--- config.mk ---
export PLATFORM = sky130hd
export DESIGN_NAME = clz_seq_ctrl
export DESIGN_NICKNAME = d
export VERILOG_FILES = /design/src/rtl/clz_seq_ctrl_pkg.sv /design/src/rtl/clz_seq_ctrl_clz.sv /design/src/rtl/clz_seq_ctrl.sv
export SDC_FILE = /design/constraint.sdc
export NUM_CORES = 1
export LEC_CHECK = 0
export CAP_MARGIN = 10
export CORE_ASPECT_RATIO = 0.6
export CORE_MARGIN = 5
export CORE_UTILIZATION = 50
export DETAILED_ROUTE_END_ITERATION = 8
export PLACE_DENSITY_LB_ADDON = 0.25
export SYNTH_ARGS = -nofsm -noshare
export SYNTH_HDL_FRONTEND = slang
export SYNTH_HIERARCHICAL = 1
export SYNTH_SLANG_ARGS = --single-unit
--- constraint.sdc ---
create_clock -name clk -period 3.4 [get_ports clk]
set_input_delay 0.68 -clock clk [delete_from_list [all_inputs] [get_ports clk]]
set_output_delay 0.68 -clock clk [all_outputs]
set_load 0.1 [all_outputs]
--- src/rtl/clz_seq_ctrl_pkg.sv ---
// clz_seq_ctrl_pkg
//   Shared definitions for the leading-zero-count sequencer.
//   This package contains:
//     state_t - the sequencer state encoding. Encoding 2'd3 is unused
//               and recovers to S_IDLE.
//     clog2   - ceiling log2. It sizes the count, the clz output and
//               the word index.
package clz_seq_ctrl_pkg;

   typedef enum logic [1:0] {
      S_IDLE = 2'd0,
      S_SCAN = 2'd1,
      S_DONE = 2'd2
   } state_t;

   function automatic int clog2(input int value);
      int res;
      int v;
      res = 0;
      v   = value - 1;
      while (v > 0) begin
         res = res + 1;
         v   = v >> 1;
      end
      return res;
   endfunction

endpackage

--- src/rtl/clz_seq_ctrl_clz.sv ---
// clz
//   Combinational leading-zero counter for one word.
//   Ports:
//     in    [bits_in]        word to scan; bit bits_in-1 is the MSB
//     out   [clog2(bits_in)] number of leading zeros; 0 when in is zero
//     valid                  1 when in is non-zero, which means out is meaningful
module clz
   import clz_seq_ctrl_pkg::*;
#(
   parameter int bits_in = 8
) (
   input  logic [bits_in-1:0]        in,
   output logic [clog2(bits_in)-1:0] out,
   output logic                      valid
);

   localparam int OW = clog2(bits_in);

   // The scan runs upward, so the highest set bit is the last one written.
   always_comb begin
      out = '0;
      for (int unsigned i = 0; i < bits_in; i++) begin
         if (in[i]) out = OW'(bits_in - 1 - i);
      end
   end

   assign valid = |in;

endmodule

--- src/rtl/clz_seq_ctrl.sv ---
// clz_seq_ctrl
//   Counts the leading zeros of a WORD*NWORDS-bit operand. It does this with
//   one WORD-wide clz unit. The unit scans the words most significant first,
//   one word per cycle, and stops at the first non-zero word.
//   Ports:
//     clk, rst   clock; asynchronous active-high reset
//     in_valid   operand offered          in_ready  operand can be accepted
//     in_data    operand [W], MSB is bit W-1
//     flush      synchronous abort of the current operation
//     out_valid  result available         out_ready consumer takes the result
//     out_count  leading-zero count [CW], range 0..W
//     out_zero   1 when the operand was all zero
module clz_seq_ctrl
   import clz_seq_ctrl_pkg::*;
#(
   parameter  int WORD   = 8,
   parameter  int NWORDS = 4,
   localparam int W      = WORD * NWORDS,
   localparam int CW     = clog2(W + 1)
) (
   input  logic          clk,
   input  logic          rst,
   input  logic          in_valid,
   output logic          in_ready,
   input  logic [W-1:0]  in_data,
   input  logic          flush,
   output logic          out_valid,
   input  logic          out_ready,
   output logic [CW-1:0] out_count,
   output logic          out_zero
);

   localparam int ZW = clog2(WORD);
   localparam int IW = (NWORDS > 1) ? clog2(NWORDS) : 1;

   state_t          state, state_nxt;
   logic [W-1:0]    opnd, opnd_nxt;
   logic [IW-1:0]   idx, idx_nxt;
   logic [CW-1:0]   acc, acc_nxt;
   logic [CW-1:0]   count, count_nxt;
   logic            zero, zero_nxt;
   logic            take;

   logic [WORD-1:0] cur_word;
   logic [ZW-1:0]   clz_out;
   logic            clz_valid;

   assign cur_word = opnd[idx*WORD +: WORD];

   clz #(.bits_in(WORD)) u_clz (
      .in    (cur_word),
      .out   (clz_out),
      .valid (clz_valid)
   );

   always_ff @(posedge clk or posedge rst) begin
      if (rst) begin
         state <= S_IDLE;
         opnd  <= '0;
         idx   <= '0;
         acc   <= '0;
         count <= '0;
         zero  <= 1'b0;
      end else begin
         state <= state_nxt;
         opnd  <= opnd_nxt;
         idx   <= idx_nxt;
         acc   <= acc_nxt;
         count <= count_nxt;
         zero  <= zero_nxt;
      end
   end

   always_comb begin
      state_nxt = state;
      opnd_nxt  = opnd;
      idx_nxt   = idx;
      acc_nxt   = acc;
      count_nxt = count;
      zero_nxt  = zero;
      in_ready  = 1'b0;
      out_valid = 1'b0;
      take      = 1'b0;

      case (state)
         S_IDLE: begin
            in_ready = 1'b1;
            take     = in_valid;
         end
         S_SCAN: begin
            if (clz_valid) begin
               count_nxt = acc + CW'(clz_out);
               zero_nxt  = 1'b0;
               state_nxt = S_DONE;
            end else if (idx == '0) begin
               count_nxt = CW'(W);
               zero_nxt  = 1'b1;
               state_nxt = S_DONE;
            end else begin
               acc_nxt = acc + CW'(WORD);
               idx_nxt = idx - IW'(1);
            end
         end
         S_DONE: begin
            out_valid = 1'b1;
            // The result handshake and the next accept happen in the same
            // cycle, so back-to-back operands never pass through IDLE.
            in_ready  = out_ready;
            if (out_ready) begin
               if (in_valid) take = 1'b1;
               else          state_nxt = S_IDLE;
            end
         end
         default: state_nxt = S_IDLE;
      endcase

      if (take) begin
         opnd_nxt  = in_data;
         idx_nxt   = IW'(NWORDS - 1);
         acc_nxt   = '0;
         state_nxt = S_SCAN;
      end

      // flush overrides both accept and the output handshake. All datapath
      // registers are restored so that an operand offered in the same cycle
      // leaves no trace.
      if (flush) begin
         state_nxt = S_IDLE;
         opnd_nxt  = opnd;
         idx_nxt   = idx;
         acc_nxt   = acc;
         count_nxt = count;
         zero_nxt  = zero;
      end
   end

   assign out_count = count;
   assign out_zero  = zero;

endmodule
[Word level (Yosys, flattened, before mapping)]
Index checks and enable logic that the tools add are counted.
Word-level totals
  register bits after elaboration: 49
Cells by class
  $add $sub $neg: 3
  equal/unequal tests: 8
  shifts and indexed selects: 1
  mux-type cells: 32
  bitwise gates (word level): 1
  reduce and logical (&&, ||, !) cells: 9
Operator list (count)
  6-bit two-way mux: 6
  32-bit by 6-bit indexed part select with 8-bit output: 1
  3-bit two-way mux: 8
  2-bit two-way mux: 10
  4-bit inequality test, second input constant: 2
  4-bit AND reduction: 2
  8-bit OR reduction: 1
  6-bit by 3-bit adder with 6-bit output: 1
  6-bit by 4-bit adder with 6-bit output, second input constant: 1
  2-bit case mux with 3 select lines: 1
  1-bit two-way mux: 5
  5-bit inequality test, second input constant: 1
  2-bit logical NOT: 2
  2-bit inequality test, second input constant: 2
  1-bit case mux with 2 select lines: 2
  2-bit nonzero test: 2
  3-bit inequality test, second input constant: 1
  3-bit AND reduction: 1
  2-bit by 1-bit == test with 1-bit output, second input constant: 1
  2-bit == test, second input constant: 1
  2-bit AND reduction: 1
  2-bit by 1-bit subtractor with 2-bit output, second input constant: 1
  1-bit inverter: 1

[Longest topological paths before layout]
Gate-level depths: netlist of the first run.
  depth in word-level cells: 11
  mapped depth: 7

[By module]
Netlist of the first run, hierarchy kept.
By module, submodules not included
  clz_seq_ctrl: instances 1, cells an instance 129, area each 2031.9 µm², sequential area each 1151.1 µm²
  clz: instances 1, cells an instance 13, area each 81.3 µm², sequential area each 0.0 µm²

[Least setup slack after synthesis of the first run]
No wires, ideal clock.
  kind: input-to-output
  start point: input out_ready
  end point: output in_ready
  arrival time: 2.002 ns
  setup slack: 0.718 ns
  stages on the path: 2
  path buffers: 0
  path through: nor2b_4 nor2_1
On the way
  word-level cells in the longest chain between the ends: 1
RTL lines
  from (decl): RTL line clz_seq_ctrl.sv:28  | input logic out_ready,
  1-bit case mux with 2 select lines: RTL line clz_seq_ctrl.sv:85  | case (state)
  to (decl): RTL line clz_seq_ctrl.sv:24  | output logic in_ready,
No other way between the ends.

[Final worst setup path of the first run]
  start point: register idx[0]
  end point: register acc[3]
On the way
  word-level cells in the longest chain between the ends: 4
  elaborated cells on any way between the ends: 6
  classes of those cells: eq/ne: 2; shift: 1; reduce/logical: 3
RTL lines
  from (decl): RTL line clz_seq_ctrl.sv:38  | logic [IW-1:0] idx, idx_nxt;
  from (signal assigned): RTL line clz_seq_ctrl.sv:67  | idx <= idx_nxt;
  32-bit by 6-bit indexed part select with 8-bit output: RTL line clz_seq_ctrl.sv:48  | assign cur_word = opnd[idx*WORD +: WORD];
  named net cur_word[3]: RTL line clz_seq_ctrl.sv:44  | logic [WORD-1:0] cur_word;
  8-bit OR reduction: RTL line clz_seq_ctrl_clz.sv:27  | assign valid = |in;
  named net clz_valid: RTL line clz_seq_ctrl.sv:46  | logic clz_valid;
  2-bit inequality test (no line)
  4-bit AND reduction (no line)
  to (signal assigned): RTL line clz_seq_ctrl.sv:68  | acc <= acc_nxt;
  to (decl): RTL line clz_seq_ctrl.sv:39  | logic [CW-1:0] acc, acc_nxt;
The timed path passes the listed nets, and every way through them passes these cells.
A chain may end at the register's enable or synchronous reset.

==> impl_metrics.csv, run 1 <==
group,metric,value,unit
placed_design,hpwlAfterDp,2.98,mm
cells_and_area,antenna_cells,0,
logic_synthesis,postSynthCellCount,142,
global_route,grt_max_degree,47,
detailed_routing,drt-vias-per-instance,5.21,
cells_and_area,final_common_cell,"dfrtp_1",
sta,fin_crit_sh,0.820,
setup_path,r2r_start,"idx[0]$_DFFE_PP0P_",
logic_synthesis,syn_area,2110,µm²
min_path,hp-start,"opnd[22]$_DFFE_PP0P_",
detailed_routing,dr_wl_met2,1.80,mm
logic_synthesis,ys_seq_area_frac,0.545,
placed_design,place_ws,0.620,ns
clock_network,cts_num_sinks,46,
cells_and_area,drive_above_1_share,0.337,
clock_network,cts_root_buf,"clkbuf_8",
detailed_routing,remaining_drc_errors,0,
placed_design,port_buffers,45,
min_path,min_to,"opnd[22]$_DFFE_PP0P_",
floorplan,fp.coreArea,4100,µm²
logic_synthesis,synth_seq_cells,46,
sta,setup_ws,0.611,ns
sta,finalSetupViolations,0,
sta,slew_headroom,0.348,
setup_path,crit_path_max_incr_delay,0.72,ns
sta,min_period,2.79,ns
setup_path,criticalPathCategory,"flop to flop",
setup_path,cp.required,3.58,ns
setup_path,end_kind,"flop",
detailed_routing,wl_met1,1.90,mm
sta,slew_viol_final,0,
detailed_routing,wl_per_cell,15.8,µm
sta,fin_worst_skew,0.00567,ns
cells_and_area,area_growth,26.6,%
sta,fmax,0.359,GHz
setup_path,worstPathMaxFanout,11,
placed_design,routabilityCongestion,0.772,
setup_path,cp.arrival,2.97,ns
clock_network,clk_path_buf_depth,2,
sta,rsz0062_at_grt,"no",
run_status,outcome,"finished clean",
global_route,grt_usage,0.160,
power,p_leak,1.15,nW
clock_network,hold_buffers,0,
clock_network,htree_levels,2,
job,max-cap-violations,0,
clock_network,clk_pin_slew_worst_paths,0.08,ns
detailed_routing,num_vias,1302,
logic_synthesis,avgSynthCellArea,14.9,µm²
setup_path,slowest_stage,"dfrtp_1",
floorplan,row_count,18,
setup_path,ff2ff_path_depth,6,
clock_network,cts_buffers,5,
cells_and_area,final_nets,228,
logic_synthesis,synth_ff_type,"dfrtp_1",
setup_path,r2r_setup_slack,0.61,ns
setup_path,critical_path.startpoint_type,"flop",
floorplan,die_area,5670,µm²
detailed_routing,top_layer,"met4",
floorplan,io_pins,46,
global_route,antenna_found_initial,0,
floorplan,start_util,0.516,
floorplan,die_y,60.4,µm
clock_network,worstSkewPairLatency,0.29,ns
global_route,grt_overflow_total,0,
setup_path,path_cells,"mux4_2 > nor4_2 > nand3_1 > nor3b_4 > nor2_2 > mux2_4",
detailed_routing,first_pass_iters,4,
clock_network,cts_resized,0,
sta,worst_slew_pin_slew,0.974,ns
detailed_routing,totalWireLength,3.96,mm
logic_synthesis,synth_edf_count,0,
setup_path,reg2reg_to,"acc[3]$_DFFE_PP0P_",
global_route,grt_pass1_wl,6.76,mm
cells_and_area,layout_common_cells,"dfrtp_1 (46), clkdlybuf4s50_1 (37), mux2_2 (29)",
power,pwr_density_cell,535,nW/µm²
logic_synthesis,postSynth.asyncResetShare,1.00,
global_route,grt_pass1_vias,1411,
power,vdd_ir_drop_max,0.229,mV
logic_synthesis,synth_fp_nets,181,
detailed_routing,wl_met3,223,µm
min_path,hold_class,"flop to flop",
sta,fin_setup_tns,0,ns
floorplan,die_width,93.9,µm
clock_network,cts_tree,"yes",
min_path,hold_depth,1,
detailed_routing,drt_iter0_markers,31,
clock_network,cts_setup_buffers,0,
detailed_routing,ant_nets,0,
logic_synthesis,synth_warnings,6,
sta,hold_viol_final,0,
logic_synthesis,ys_types,32,
[sequential cells by signal, indices dropped and copies added, names as in the netlist]
| name | flops |
|---|---|
| acc | 3 |
| idx | 2 |
| opnd | 32 |
| out_count | 6 |
| out_zero | 1 |
| state | 2 |
[through the flow]
stage          total power, W  area [µm²]  std cells   util  hold WS, ns
5_1_grt               0.00150        2680        250  0.653        0.505
6_report              0.00143        2680        250  0.653        0.491
4_1_cts               0.00145        2680        250  0.653        0.497
2_1_floorplan        0.000988        2110        142      -        0.450
3_5_place_dp          0.00111        2580        242  0.629        0.477
3_3_place_gp          0.00110        2580        242  0.629        0.472
[how the worst max path moves through the flow]
| stage | from | end | slack, ns | cells after the start |
|---|---|---|---|---|
| 2_1_floorplan | out_ready | in_ready | 0.72 | 2 |
| 3_3_place_gp | idx[0]$_DFFE_PP0P_ | acc[3]$_DFFE_PP0P_ | 0.73 | 6 |
| 3_5_place_dp | idx[0]$_DFFE_PP0P_ | acc[3]$_DFFE_PP0P_ | 0.62 | 6 |
| 4_1_cts | idx[0]$_DFFE_PP0P_ | acc[3]$_DFFE_PP0P_ | 0.60 | 6 |
| 5_1_grt | idx[0]$_DFFE_PP0P_ | acc[3]$_DFFE_PP0P_ | 0.39 | 6 |
| 6_report | idx[0]$_DFFE_PP0P_ | acc[3]$_DFFE_PP0P_ | 0.61 | 6 |
[where the power goes]
group,internal (W),switching [W]
Sequential,0.000641,0.0000526
Combinational,0.000182,0.000215
Clock,0.000163,0.000178
[final cells by class]
cell class              instances  area [µm²]
repair buffers                 46         438
clock inverters                 2        12.5
well taps                      60        75.1
fillers                       307        1420
flip-flops and latches         46        1150
clock buffers                   6        82.6
multi-input cells              81         882
inverters                       9        33.8
[Yosys cell counts (2+ instances only)]
cell type / n / share of area
a21oi_1: 4 / 0.0095
a22o_1: 6 / 0.025
a22oi_1: 2 / 0.0071
buf_6: 3 / 0.016
clkbuf_1: 2 / 0.0036
dfrtp_1: 46 / 0.54
ha_1: 2 / 0.012
inv_1: 9 / 0.016
mux2_1: 3 / 0.016
mux2_2: 29 / 0.15
mux4_2: 8 / 0.085
nor2_1: 6 / 0.011
nor3_1: 2 / 0.0047
nor3b_4: 2 / 0.018
[per-layer routing]
layer / vias to the layer above / global-route usage
met4: 0 / 0.0556
met3: 5 / 0.0458
met1: 653 / 0.224
met2: 30 / 0.242
li1: 614 / -
met5: - / 0
[cell families after synthesis]
kind of cell | after synthesis | synth area share
muxes | 42 | 0.268
buffers and inverters | 15 | 0.0379
adders and majority gates | 2 | 0.0118
and+or+nand+nor | 18 | 0.0728
AOI/OAI and AO/OA | 19 | 0.0651
DFF | 46 | 0.545
[worst max-delay path: cells and delay by family, from the launching register on]
family | cells | cell delay, ns
muxes | 2 | 0.92
DFF | 1 | 0.72
and+or+nand+nor | 4 | 1.04
Power figures use the tool's default switching activity.
==> run 2: changes to the inputs <==
- CORE_UTILIZATION: 50 -> 45
- clock period: 3.4 -> 2.3 ns (I/O delays scaled with it)
==> impl_metrics.csv, run 2 (synthesized netlist as in run 1, its figures left out) <==
group,metric,value,unit
setup_path,path_cells,"mux4_2 > nor4_4 > nand3_2 > nor3b_4 > buf_6 > a22o_1 > a31oi_1",
floorplan,start_util,0.463,
job,max-cap-violations,0,
sta,fin_worst_skew,0.00631,ns
placed_design,port_buffers,45,
sta,slew_viol_final,0,
setup_path,cp.arrival,2.46,ns
global_route,grt_pass1_wl,7.22,mm
clock_network,cts_buffers,5,
power,vdd_ir_drop_max,0.367,mV
detailed_routing,wl_per_cell,16.1,µm
cells_and_area,layout_common_cells,"dfrtp_1 (45), clkdlybuf4s50_1 (36), mux2_2 (29)",
detailed_routing,remaining_drc_errors,0,
setup_path,critical_path.startpoint_type,"flop",
placed_design,dp.cells,251,
detailed_routing,drt_iter0_markers,44,
sta,setup_ws,0.0240,ns
clock_network,cts_tree,"yes",
sta,fin_crit_sh,0.990,
power,p_switching,0.000676,W
cells_and_area,final_nets,235,
global_route,grt_overflow_total,0,
sta,slew_headroom,0.716,
setup_path,r2r_start,"idx[0]$_DFFE_PP0P_",
min_path,hp-start,"acc[5]$_DFFE_PP0P_",
placed_design,hpwlAfterDp,3.09,mm
detailed_routing,num_vias,1346,
clock_network,clk_path_buf_depth,2,
sta,rsz0062_at_grt,"yes",
floorplan,row_count,19,
clock_network,clk_pin_slew_worst_paths,0.09,ns
clock_network,htree_levels,2,
cells_and_area,fin_area,2820,µm²
cells_and_area,area_growth,33.3,%
clock_network,cts_num_sinks,46,
global_route,grt_max_degree,47,
detailed_routing,totalWireLength,4.18,mm
power,p_leak,1.22,nW
floorplan,die_width,98.5,µm
power,finalPower,0.00223,W
clock_network,worstSkewPairLatency,0.30,ns
setup_path,worstPathMaxFanout,8,
sta,min_period,2.28,ns
setup_path,crit_path_max_incr_delay,0.59,ns
placed_design,routabilityCongestion,0.797,
detailed_routing,drt-vias-per-instance,5.18,
run_status,outcome,"finished clean",
cells_and_area,antenna_cells,0,
sta,worst_slew_pin_slew,0.422,ns
floorplan,die_area,6210,µm²
placed_design,postPlaceCellArea,2680,µm²
clock_network,cts_root_buf,"clkbuf_8",
power,clkPwrFrac,0.262,
sta,finalSetupViolations,0,
cells_and_area,fin_cells,260,
setup_path,slowest_stage,"mux4_2",
clock_network,hold_buffers,0,
detailed_routing,ant_nets,0,
sta,holdWs,0.492,ns
placed_design,place_ws,-0.0942,ns
setup_path,cp.required,2.48,ns
setup_path,setup.worst_path.start,"idx[0]$_DFFE_PP0P_",
floorplan,io_pins,46,
power,pwr_density_cell,792,nW/µm²
power,p_int,0.00155,W
sta,hold_viol_final,0,
sta,fmax,0.439,GHz
global_route,grt_usage,0.146,
floorplan,die_y,63.1,µm
global_route,antenna_found_initial,0,
power,switching_share,0.303,
global_route,grt_pass1_vias,1440,
detailed_routing,first_pass_iters,5,
power,pwr-share-comb,0.277,
cells_and_area,max_flop_register,"opnd",
min_path,hold_class,"flop to flop",
floorplan,fp.coreArea,4560,µm²
setup_path,end_kind,"flop",
cells_and_area,final_common_cell,"dfrtp_1",
power,seqPwrFrac,0.461,
setup_path,criticalPathCategory,"flop to flop",
cells_and_area,drive_above_1_share,0.386,
cells_and_area,largest_reg_flops,32,
run 2: changes by cell type in the layout (fill, tap and decap cells not counted), moves of 2 or more:
cell	change
buf_4	+3
nor2_1	-2
buf_12	+4
nor2_2	+2
run 2: critical path, delay by kind of cell (launching register included):
| kind | cells | cell delay, ns |
|---|---|---|
| flops | 1 | 0.47 |
| compound gates | 2 | 0.19 |
| buf+inv | 1 | 0.16 |
| mux | 1 | 0.59 |
| simple gates | 3 | 0.75 |
run 2: layout make-up:
| cell class | instances | area (µm²) |
|---|---|---|
| Sequential cell | 46 | 1150 |
| Multi-Input combinational cell | 81 | 901 |
| Clock buffer | 5 | 68.8 |
| Inverter | 9 | 33.8 |
| Timing Repair Buffer | 53 | 542 |
| Tap cell | 63 | 78.8 |
| Clock inverter | 3 | 40.0 |
| Fill cell | 353 | 1750 |
run 2: timing repair:
action / CTS / global route
gates resized for setup: 3 / 2
pin swaps: 0 / 1
cloned: 0 / 0
setup buffers: 0 / 1
setup endpoints to repair: 11 / 9
run 2: worst paths after layout:
check | to | slack (ns) | depth (start not counted)
min | acc[5]$_DFFE_PP0P_ | 0.49 | 1
min reg2reg | acc[5]$_DFFE_PP0P_ | 0.49 | 1
min in group asynchronous | out_count[5]$_DFFE_PP0P_ | 0.52 | 3
max in group asynchronous | idx[0]$_DFFE_PP0P_ | 1.56 | 3
max | acc[5]$_DFFE_PP0P_ | 0.02 | 7
max reg2reg | acc[5]$_DFFE_PP0P_ | 0.02 | 7
run 2: layer usage:
| metal | GRT usage | vias up | wire length (µm) |
|---|---|---|---|
| met1 | 0.214 | 675 | 2070 |
| met4 | 0.0409 | 0 | 30 |
| li1 | - | 629 | - |
| met2 | 0.211 | 38 | 1830 |
| met3 | 0.0452 | 4 | 247 |
| met5 | 0 | - | 0 |
run 2: through the flow:
| stage | utilization | setup TNS, ns |
|---|---|---|
| 5_1_grt | 0.617 | -0.314 |
| 3_5_place_dp | 0.587 | -0.140 |
| 3_3_place_gp | 0.587 | 0 |
| 6_report | 0.617 | 0 |
| 4_1_cts | 0.614 | 0 |
| 2_1_floorplan | - | -0.0280 |
run 2: power groups by stage:
stage	logic, W	registers [W]	clock network [W]
2_1_floorplan	0.000292	0.00117	0
4_1_cts	0.000623	0.00103	0.000594
5_1_grt	0.000659	0.00105	0.000650
3_5_place_dp	0.000609	0.00104	0
3_3_place_gp	0.000593	0.00105	0
6_report	0.000618	0.00103	0.000585
==> run 3: changes to the inputs <==
- ABC_CLOCK_PERIOD_IN_PS: not set -> 2300
==> results of run 3 <==
No change in the layout: final DEF, timing and power equal those of run 2.
